==> src/rtl/la_rrarb4_pkg.sv <==
// Shared definitions for the la_rrarb4 round-robin arbiter.
// Holds the state encoding, the requester count and an index helper.
package la_rrarb4_pkg;

    localparam int N = 4;

    localparam logic IDLE  = 1'b0;
    localparam logic GRANT = 1'b1;

    function automatic logic [1:0] oh2idx(input logic [N-1:0] oh);
        logic [1:0] idx;
        idx = '0;
        for (int i = 0; i < N; i++) begin
            if (oh[i]) begin
                idx = 2'(i);
            end
        end
        return idx;
    endfunction

endpackage

==> src/rtl/la_rrpick4.sv <==
// Combinational rotate-priority picker: first set req bit at or after ptr.
// Produces a one-hot select and a valid flag.
module la_rrpick4
    import la_rrarb4_pkg::*;
(
    input  logic [N-1:0] req,
    input  logic [1:0]   ptr,
    output logic [N-1:0] sel,
    output logic         valid
);

    logic [1:0] idx;

    always_comb begin
        sel   = '0;
        valid = 1'b0;
        idx   = '0;
        for (int k = 0; k < N; k++) begin
            idx = ptr + 2'(k);
            if (!valid && req[idx]) begin
                sel[idx] = 1'b1;
                valid    = 1'b1;
            end
        end
    end

endmodule

==> src/rtl/la_rrarb4.sv <==
// Four-requester round-robin arbiter with a registered one-hot grant.
// HOLD selects hold-until-release or one-cycle-per-round grants.
module la_rrarb4
    import la_rrarb4_pkg::*;
#(
    parameter string PROP = "DEFAULT",
    parameter bit    HOLD = 1'b1
) (
    input  logic         clk,
    input  logic         reset,
    input  logic [N-1:0] req,
    output logic [N-1:0] gnt,
    output logic         any,
    output logic         busy
);

    logic         state_q, state_d;
    logic [1:0]   ptr_q, ptr_d;
    logic [N-1:0] gnt_q, gnt_d;
    logic         busy_q, busy_d;
    logic [N-1:0] sel;
    logic         valid;
    logic         keep;

    // PROP only steers technology mapping; nothing functional hangs off it.
    if (PROP != "DEFAULT") begin : g_prop_custom
    end

    la_rrpick4 u_pick (
        .req   (req),
        .ptr   (ptr_q),
        .sel   (sel),
        .valid (valid)
    );

    assign keep = HOLD && (state_q == GRANT) && (|(req & gnt_q));

    always_ff @(posedge clk or posedge reset) begin
        if (reset) begin
            state_q <= IDLE;
            ptr_q   <= '0;
            gnt_q   <= '0;
            busy_q  <= 1'b0;
        end else begin
            state_q <= state_d;
            ptr_q   <= ptr_d;
            gnt_q   <= gnt_d;
            busy_q  <= busy_d;
        end
    end

    always_comb begin
        state_d = state_q;
        ptr_d   = ptr_q;
        if (keep) begin
            state_d = GRANT;
        end else if (valid) begin
            state_d = GRANT;
            ptr_d   = oh2idx(sel) + 2'd1;
        end else begin
            state_d = IDLE;
        end
    end

    always_comb begin
        gnt_d  = keep ? gnt_q : sel;
        busy_d = |gnt_d;
    end

    assign gnt  = gnt_q;
    assign busy = busy_q;
    assign any  = |req;

    a_onehot0: assert property (
        @(posedge clk) disable iff (reset) $onehot0(gnt_q));
    a_busy: assert property (
        @(posedge clk) disable iff (reset) busy_q == (|gnt_q));

endmodule

==> config.mk <==
export PLATFORM = sky130hd
export DESIGN_NAME = la_rrarb4
export DESIGN_NICKNAME = d
export VERILOG_FILES = /design/src/rtl/la_rrarb4_pkg.sv /design/src/rtl/la_rrpick4.sv /design/src/rtl/la_rrarb4.sv
export SDC_FILE = /design/constraint.sdc
export NUM_CORES = 1
export LEC_CHECK = 0
export ABC_CLOCK_PERIOD_IN_PS = 5900
export CAP_MARGIN = 10
export CORE_MARGIN = 4
export CORE_UTILIZATION = 45
export DETAILED_ROUTE_END_ITERATION = 10
export GPL_TIMING_DRIVEN = 0
export PLACE_DENSITY = 0.69
export SYNTH_ARGS = -nofsm -noshare
export SYNTH_HDL_FRONTEND = slang
export SYNTH_SLANG_ARGS = --single-unit
==> constraint.sdc <==
create_clock -name clk -period 5.9 [get_ports clk]
set_input_delay 1.18 -clock clk [delete_from_list [all_inputs] [get_ports clk]]
set_output_delay 1.18 -clock clk [all_outputs]
set_load 0.05 [all_outputs]
# After elaboration in Yosys (flattened, before gate mapping)

Index checks and enable logic that the tools add are counted.
Widths: inputs -> output; s select.

Add/subtract/negate cells: 4
Order comparisons: 8
Mux-type cells: 32
Bitwise gates (word level): 5
Reduce and logical (&&, ||, !) cells: 15

Operators with widths:

| operator            | number |
|---|---|
| $mux 4              | 5 |
| $mux 1              | 15 |
| $lt 2x3->1 const B  | 4 |
| $or 4x4->4          | 3 |
| $reduce_or 4->1     | 3 |
| $bmux 1 s2          | 4 |
| $demux 1 s2         | 4 |
| $ge 2x1->1 const B  | 4 |
| $logic_and 1x1->1   | 8 |
| $mux 2              | 4 |
| $add 2x1->2 const B | 2 |
| $add 2x2->2 const B | 2 |
| $and 4x4->4         | 1 |
| $logic_not 1->1     | 3 |
| $reduce_and 2->1    | 1 |
| $not 1->1           | 1 |

Flip-flop bits (word level): 8
Input bits: 6
Output and inout port bits: 6
Logic and storage cells: 68

# Logic depth before layout (Yosys ltp)

Gate-level depths: netlist of the first run.

Depth in word-level cells: 18
Depth in mapped cells: 8
Gate-level depth less buffers: 7

# Modules after synthesis

A second synthesis of the first run with hierarchy kept.

Cells, all modules: 93
Area total of the unflattened synthesis: 882.1 sq um

Modules (own cells, without submodules):

| module     | instances | cells each | area each (sq um) | seq. area each (sq um) |
|---|---|---|---|---|
| la_rrpick4 | 1         | 62         | 494.2             | 0.0 |
| la_rrarb4  | 1         | 31         | 387.9             | 200.2 |

# Least setup slack after synthesis of the first run

No wires, ideal clock.

Path kind: input to register
Start point: in req[2]
End point: reg busy_q, in the netlist busy
Library setup time: 139 ps
Arrival time: 2739 ps
Data required time: 5761 ps
Path slack: 3023 ps
Stages on the path: 5
Buffers on the path: 0
Cell sequence: mux4_2 and3b_1 a311oi_2 a31oi_1 or4_1

Cells in the longest elaborated chain, start to end: 14
Elaborated cells between the ends (all ways): 29
Those cells by class: mux (16); bitwise (4); reduce/logical (9)

RTL lines:

| element                      | RTL line         | source |
|---|---|---|
| from (decl)                  | la_rrarb4.sv:11  | `input logic [N-1:0] req,` |
| $bmux 1 s2                   | la_rrpick4.sv:20 | `if (!valid && req[idx]) begin` |
| $mux 1 (not written as such) | la_rrpick4.sv:20 |  |
| $mux 1                       | la_rrpick4.sv:20 |  |
| $logic_not 1->1              | la_rrpick4.sv:20 |  |
| $logic_and 1x1->1            | la_rrpick4.sv:20 |  |
| $mux 1                       | la_rrpick4.sv:20 |  |
| $logic_not 1->1              | la_rrpick4.sv:20 |  |
| $logic_and 1x1->1            | la_rrpick4.sv:20 |  |
| $mux 1                       | la_rrpick4.sv:20 |  |
| $logic_not 1->1              | la_rrpick4.sv:20 |  |
| $logic_and 1x1->1            | la_rrpick4.sv:20 |  |
| $mux 4                       | la_rrpick4.sv:20 |  |
| $mux 4 *                     | la_rrarb4.sv:66  | `gnt_d = keep ? gnt_q : sel;` |
| net gnt_d[2]                 | la_rrarb4.sv:19  | `logic [N-1:0] gnt_q, gnt_d;` |
| $reduce_or 4->1 *            | la_rrarb4.sv:67  | `busy_d = \|gnt_d;` |
| net busy_d                   | la_rrarb4.sv:20  | `logic busy_q, busy_d;` |
| to (signal assigned)         | la_rrarb4.sv:48  | `busy_q <= busy_d;` |
| to (decl)                    | la_rrarb4.sv:20  |  |

The timed path passes the listed nets; every way through them passes the cells marked *. The select of a mux whose other input is x is not followed.
A chain may end at the register's enable or synchronous reset.

# Final worst setup path of the first run

Start point: in req[2]
End point: out any

Cells in the longest elaborated chain, start to end: 1

RTL lines:

| element         | RTL line        | source |
|---|---|---|
| $reduce_or 4->1 | la_rrarb4.sv:72 | `assign any = \|req;` |
| to (decl)       | la_rrarb4.sv:13 | `output logic any,` |

Every way passes these cells.

==> metrics, run 1 <==
status=finished, final reports clean; Seq/Total Area, Yosys=26.32%; adder-cell share of the synthesized area=9.868%; drt pass-1 iters=4; HP Class=reg2reg; Combinational Power Share=71.3%; final-report setup violation count=0; Post-CTS Setup Bufs=0; main combinational cell family by area after synthesis=compound AO/OA/AOI/OAI gates; syn nets=87; CTS buffer count=3; Worst path slowest cell=clkdlybuf4s50_1; post-route ant nets=0; Final Skew=0.004609 ns; Post-Layout Cell Count=105; max frequency=241.3 MHz; CP required=4.72 ns; commonest non-fill, non-tap cell in the layout=clkdlybuf4s50_1; n_diodes=0; worst vdd ir=0.3662 mV; Yosys cell types=34; crit path max fanout=9; routed length per instance=15.43 um; vias in the first global route=660; Post-synth EDFFs=0; Syn-to-layout area delta=20.07%; most frequent cells in the layout=clkdlybuf4s50_1, dfrtp_1, nor2_1, ha_1; clock latency on the worst-skew pair=0.25 ns; Ys Warns=0; CTS tree=done; internal power=0.2504 mW; Clock Pin Slew Worst Setup and Hold Paths=0.05 ns; Slew headroom=66.36%; WL final=1.620 mm; Overall Power=0.4997 mW; CTS resizes=0; initial antenna violation count=0; Synth area leaders=dfrtp_1, ha_1, mux4_2; syn_area_per_cell=10.14 sq um; Final Hold Viols=0; XOR/XNOR Fraction of Synth Area=0%; synthesized cell area=760.7 sq um; core area=0.001559 sq mm; Worst-Margin Slew=0.5030 ns; CP delay by family, top=buffers and inverters; DR vias/cell=6.267; worst setup path startpoint=req[2]; Flop pwr share=20.5%; max-slew violations=0; die height=49.12 um; hold buffers post-CTS=0; Setup TNS=0 ns; Crit Path Class=in2out; Crit Reg-Reg Startpoint=ptr_q[0]; nets@finish=103; H-tree depth=1; die area=0.002412 sq mm; Top cell by count, worst path=clkdlybuf4s50_1; vias=658; Hold Crit Start=gnt[3]; Leakage=0.3672 nW; share of layout cells above drive strength 1=15.73%; switch share=49.89%; fin crit share=70.24%; Yosys top cell by area=dfrtp_1; Data arrival, critical path=2.96 ns; Post-route DRC=0; Root Driver=clkbuf_4; post-synthesis instance total=75; Max Cap Viol=0; post-layout minimum cycle time=4.144 ns; post-synthesis register bit count=8; clk buf depth=2; startpoint types=input port; reg2reg setup slack=2.94 ns; # port buffers=11; clock share of power=8.2%; Fillers=136; Routability Congestion=0.8121; gr usage total=15.47%; Simple-Gate Fraction of Synth Area=23.19%; Pwr per Cell Area=547.1 mW/mm^2; share of synthesized flip-flops with an asynchronous set or reset=100.0%; Die W=49.12 um; P_sw=0.2493 mW; largest net degree at the start of global routing=11; Worst path max stage delay=0.83 ns; Initial Util=48.80%; mux share of post-synthesis cell area=8.882%; Multi-input gate area=530.5 sq um; endpoint class of the critical path=output pin; FF+latch area=200.2 sq um; RSZ-0062 raised after global routing=no; io pins=12; remaining global-route overflow=0; site row count=14; Synth Area in Compound Gates=27.80%; DP HPWL=1.255 mm; clock sink total=8; CP bufs+invs=2; Inst Count DP=102; first-pass GRT wire length=2.960 mm; top_reg_cell synth=dfrtp_1; DR iter-0 viols=12; Yosys top cell area share=26.32%; critical path cell sequence=clkdlybuf4s50_1 > nor2_1 > nand2_1 > clkdlybuf4s50_1
[Yosys cell counts (3+ instances only)]
master and n:
a31oi_1 3, dfrtp_1 8, ha_1 6, inv_1 5, mux4_2 3, nand2_1 5
nor2_1 6, nor2b_1 4, o21a_1 3, o21ai_1 3
[cell type report]
cell class | count | area share, %
multi-input cells | 61 | 58.08
plain buffers | 1 | 1.233
repair buffers | 11 | 12.05
clock buffers | 3 | 2.466
well taps | 16 | 2.192
flip-flops and latches | 8 | 21.92
inverters | 5 | 2.055
[logic make-up (layout without fill, tap and decap cells)]
logic type / count (synthesis) / after routing
muxes: 3 / 3
DFF: 8 / 8
and+or+nand+nor: 30 / 30
adders and majority gates: 6 / 6
buffers and inverters: 6 / 20
AOI/OAI and AO/OA: 22 / 22
[flip-flops by register name, summed over array words and instances (netlist names)]
| name | count |
|---|---|
| busy | 1 |
| state_q | 1 |
| gnt | 4 |
| ptr_q | 2 |
[tightest hold or removal path: cells and delay by family (launching register included)]
kind / cells / cell delay [ns]
AOI/OAI and AO/OA: 1 / 0.05
DFF: 1 / 0.39
and+or+nand+nor: 1 / 0.11
[per-layer routing]
| metal | vias to the layer above | GRT usage (%) | wire [um] | share of wire [%] |
|---|---|---|---|---|
| li1 | 316 | - | - | - |
| met1 | 323 | 20.38 | 771 | 48 |
| met2 | 15 | 23.21 | 747 | 46 |
| met3 | 4 | 5.810 | 75 | 4.6 |
| met4 | 0 | 4.739 | 26 | 1.6 |
| met5 | - | 0 | 0 | 0 |
[metrics by stage]
stage | util [%] | setup WS, ns | hold slack (ns) | cell area, sq um
after floorplan | - | 3.023 | 0.5645 | 760.7
after global placement | 57.14 | 1.786 | 0.5947 | 890.9
after detailed placement | 57.14 | 1.802 | 0.5898 | 890.9
after CTS | 58.59 | 1.784 | 0.5954 | 913.4
after global routing | 58.59 | 1.643 | 0.6189 | 913.4
final | 58.59 | 1.756 | 0.5957 | 913.4
[worst paths after layout]
| check | depth (start not counted) | endpoint |
|---|---|---|
| min in group asynchronous | 2 | gnt[2] |
| min | 2 | gnt[3] |
| max in group asynchronous | 2 | gnt[3] |
| max reg2reg | 8 | busy |
| max | 4 | any |
| min reg2reg | 2 | gnt[3] |
[power by group through the flow]
stage | clock network [mW] | logic, mW | registers, mW
final | 0.0410 | 0.356 | 0.103
after global routing | 0.0466 | 0.386 | 0.106
after global placement | 0 | 0.353 | 0.104
after CTS | 0.0423 | 0.355 | 0.103
after floorplan | 0 | 0.210 | 0.160
after detailed placement | 0 | 0.352 | 0.104
(Power assumes the default switching activity.)
==> run 2: changes to the inputs <==
- ABC_CLOCK_PERIOD_IN_PS: 5900 -> 3450
- PLACE_DENSITY: 0.69 -> 0.71
- clock period: 5.9 -> 3.45 ns (I/O delays scaled with it)
==> run 2 against run 1 <==
Against the previous run: highest routed layer unchanged; clock skew shrank 0.00077 ns; clock power grew 74%; worst hold slack gained 0.0053 ns; die area is the same; sequential power grew 72%; final area is the same.
==> metrics, run 2 (synthesis gave the netlist of run 1 again) <==
status=finished, final reports clean; post-layout minimum cycle time=3.157 ns; critical path cell sequence=clkdlybuf4s50_1 > nor2_1 > nand2_1 > clkdlybuf4s50_1; clock sink total=8; WL final=1.680 mm; Clock Pin Slew Worst Setup and Hold Paths=0.05 ns; FF+latch area=200.2 sq um; max frequency=316.7 MHz; io pins=12; max FFs per register=4; Crit Path Class=in2out; Worst-Margin Slew=0.5149 ns; Top cell by count, worst path=clkdlybuf4s50_1; startpoint types=input port; max-slew violations=0; die area=0.002412 sq mm; gr usage total=14.95%; Root Driver=clkbuf_4; clock latency on the worst-skew pair=0.25 ns; commonest non-fill, non-tap cell in the layout=clkdlybuf4s50_1; PnR worst setup slack=0.2928 ns; H-tree depth=1; die height=49.12 um; Post-CTS Setup Bufs=0; most frequent cells in the layout=clkdlybuf4s50_1, dfrtp_1, nor2_1, ha_1; DR vias/cell=6.171; nets@finish=103; Max Cap Viol=0; first-pass GRT wire length=2.829 mm; Post-route DRC=0; Routability Congestion=0.8249; reg2reg setup slack=0.50 ns; Leakage=0.3672 nW; Worst path slowest cell=clkdlybuf4s50_1; met2 routed WL=732 um; metal3 WL=137 um; share of layout cells above drive strength 1=15.73%; crit path max fanout=9; routed length per instance=16.00 um; DP HPWL=1.304 mm; Final Skew=0.003836 ns; CP required=2.76 ns; Die W=49.12 um; CTS buffer count=3; largest net degree at the start of global routing=11; Final Hold Viols=0; post-route ant nets=0; Fillers=143; Data arrival, critical path=2.47 ns; Multi-input gate area=530.5 sq um; worst vdd ir=0.5329 mV; DR top layer=met4; Setup WS pre-CTS=0.2524 ns; n_diodes=0; Syn-to-layout area delta=20.07%; core area=0.001559 sq mm; remaining global-route overflow=0; CTS tree=done; drt pass-1 iters=4; fin crit share=91.51%; HP Class=reg2reg; Metal-1 WL=780 um; Setup TNS=0 ns; vias=648; Slew headroom=65.56%; Worst path max stage delay=0.83 ns; CTS resizes=0; Pwr per Cell Area=938.0 mW/mm^2; vias in the first global route=617; final-report setup violation count=0; clk buf depth=2; endpoint class of the critical path=output pin; RSZ-0062 raised after global routing=no; Initial Util=48.80%; initial antenna violation count=0; # port buffers=11; hold buffers post-CTS=0; DR iter-0 viols=25; site row count=14
run 2: cell counts in the layout (fill, tap and decap cells not counted):
Identical to the previous run, type by type.
run 2: area by class of cell:
type	instances	area share (%)
repair buffers	11	12.05
flip-flops and latches	8	21.92
well taps	16	2.192
inverters	5	2.055
plain buffers	1	1.233
multi-input cells	61	58.08
clock buffers	3	2.466
run 2: worst max-delay path: cells and delay by family:
family | cells | cell delay, ns
AND/OR/NAND/NOR | 2 | 0.27
buffers and inverters | 2 | 1.51
run 2: through the flow:
| stage | cells | util, % | instance area [sq um] | power (mW) | hold slack, ns |
|---|---|---|---|---|---|
| floorplan | 75 | - | 760.7 | 0.6318 | 0.5057 |
| global route | 105 | 58.59 | 913.4 | 0.9142 | 0.6352 |
| global placement | 102 | 57.14 | 890.9 | 0.7788 | 0.5891 |
| finish | 105 | 58.59 | 913.4 | 0.8567 | 0.6010 |
| detailed placement | 102 | 57.14 | 890.9 | 0.7835 | 0.5913 |
| CTS | 105 | 58.59 | 913.4 | 0.8595 | 0.5986 |
run 2: worst paths after layout:
| kind | startpoint | end | depth (start not counted) |
|---|---|---|---|
| worst max-delay path | req[3] | any | 4 |
| worst min-delay path | gnt[1] | gnt[1] | 2 |
| worst max register to register | ptr_q[0] | busy | 8 |
| worst min register to register | gnt[1] | gnt[1] | 2 |
| max in group asynchronous | reset | state_q | 2 |
| min in group asynchronous | reset | ptr_q[1] | 2 |
run 2: routing by layer:
layer / track usage (%) / up-vias
met5: 0 / -
met4: 5.687 / 0
met3: 4.893 / 4
met2: 22.10 / 22
met1: 19.96 / 303
li1: - / 319
run 2: where the power goes:
group,switching [mW],internal (mW)
registers,0.0405,0.136
logic,0.357,0.252
clock network,0.0315,0.0398
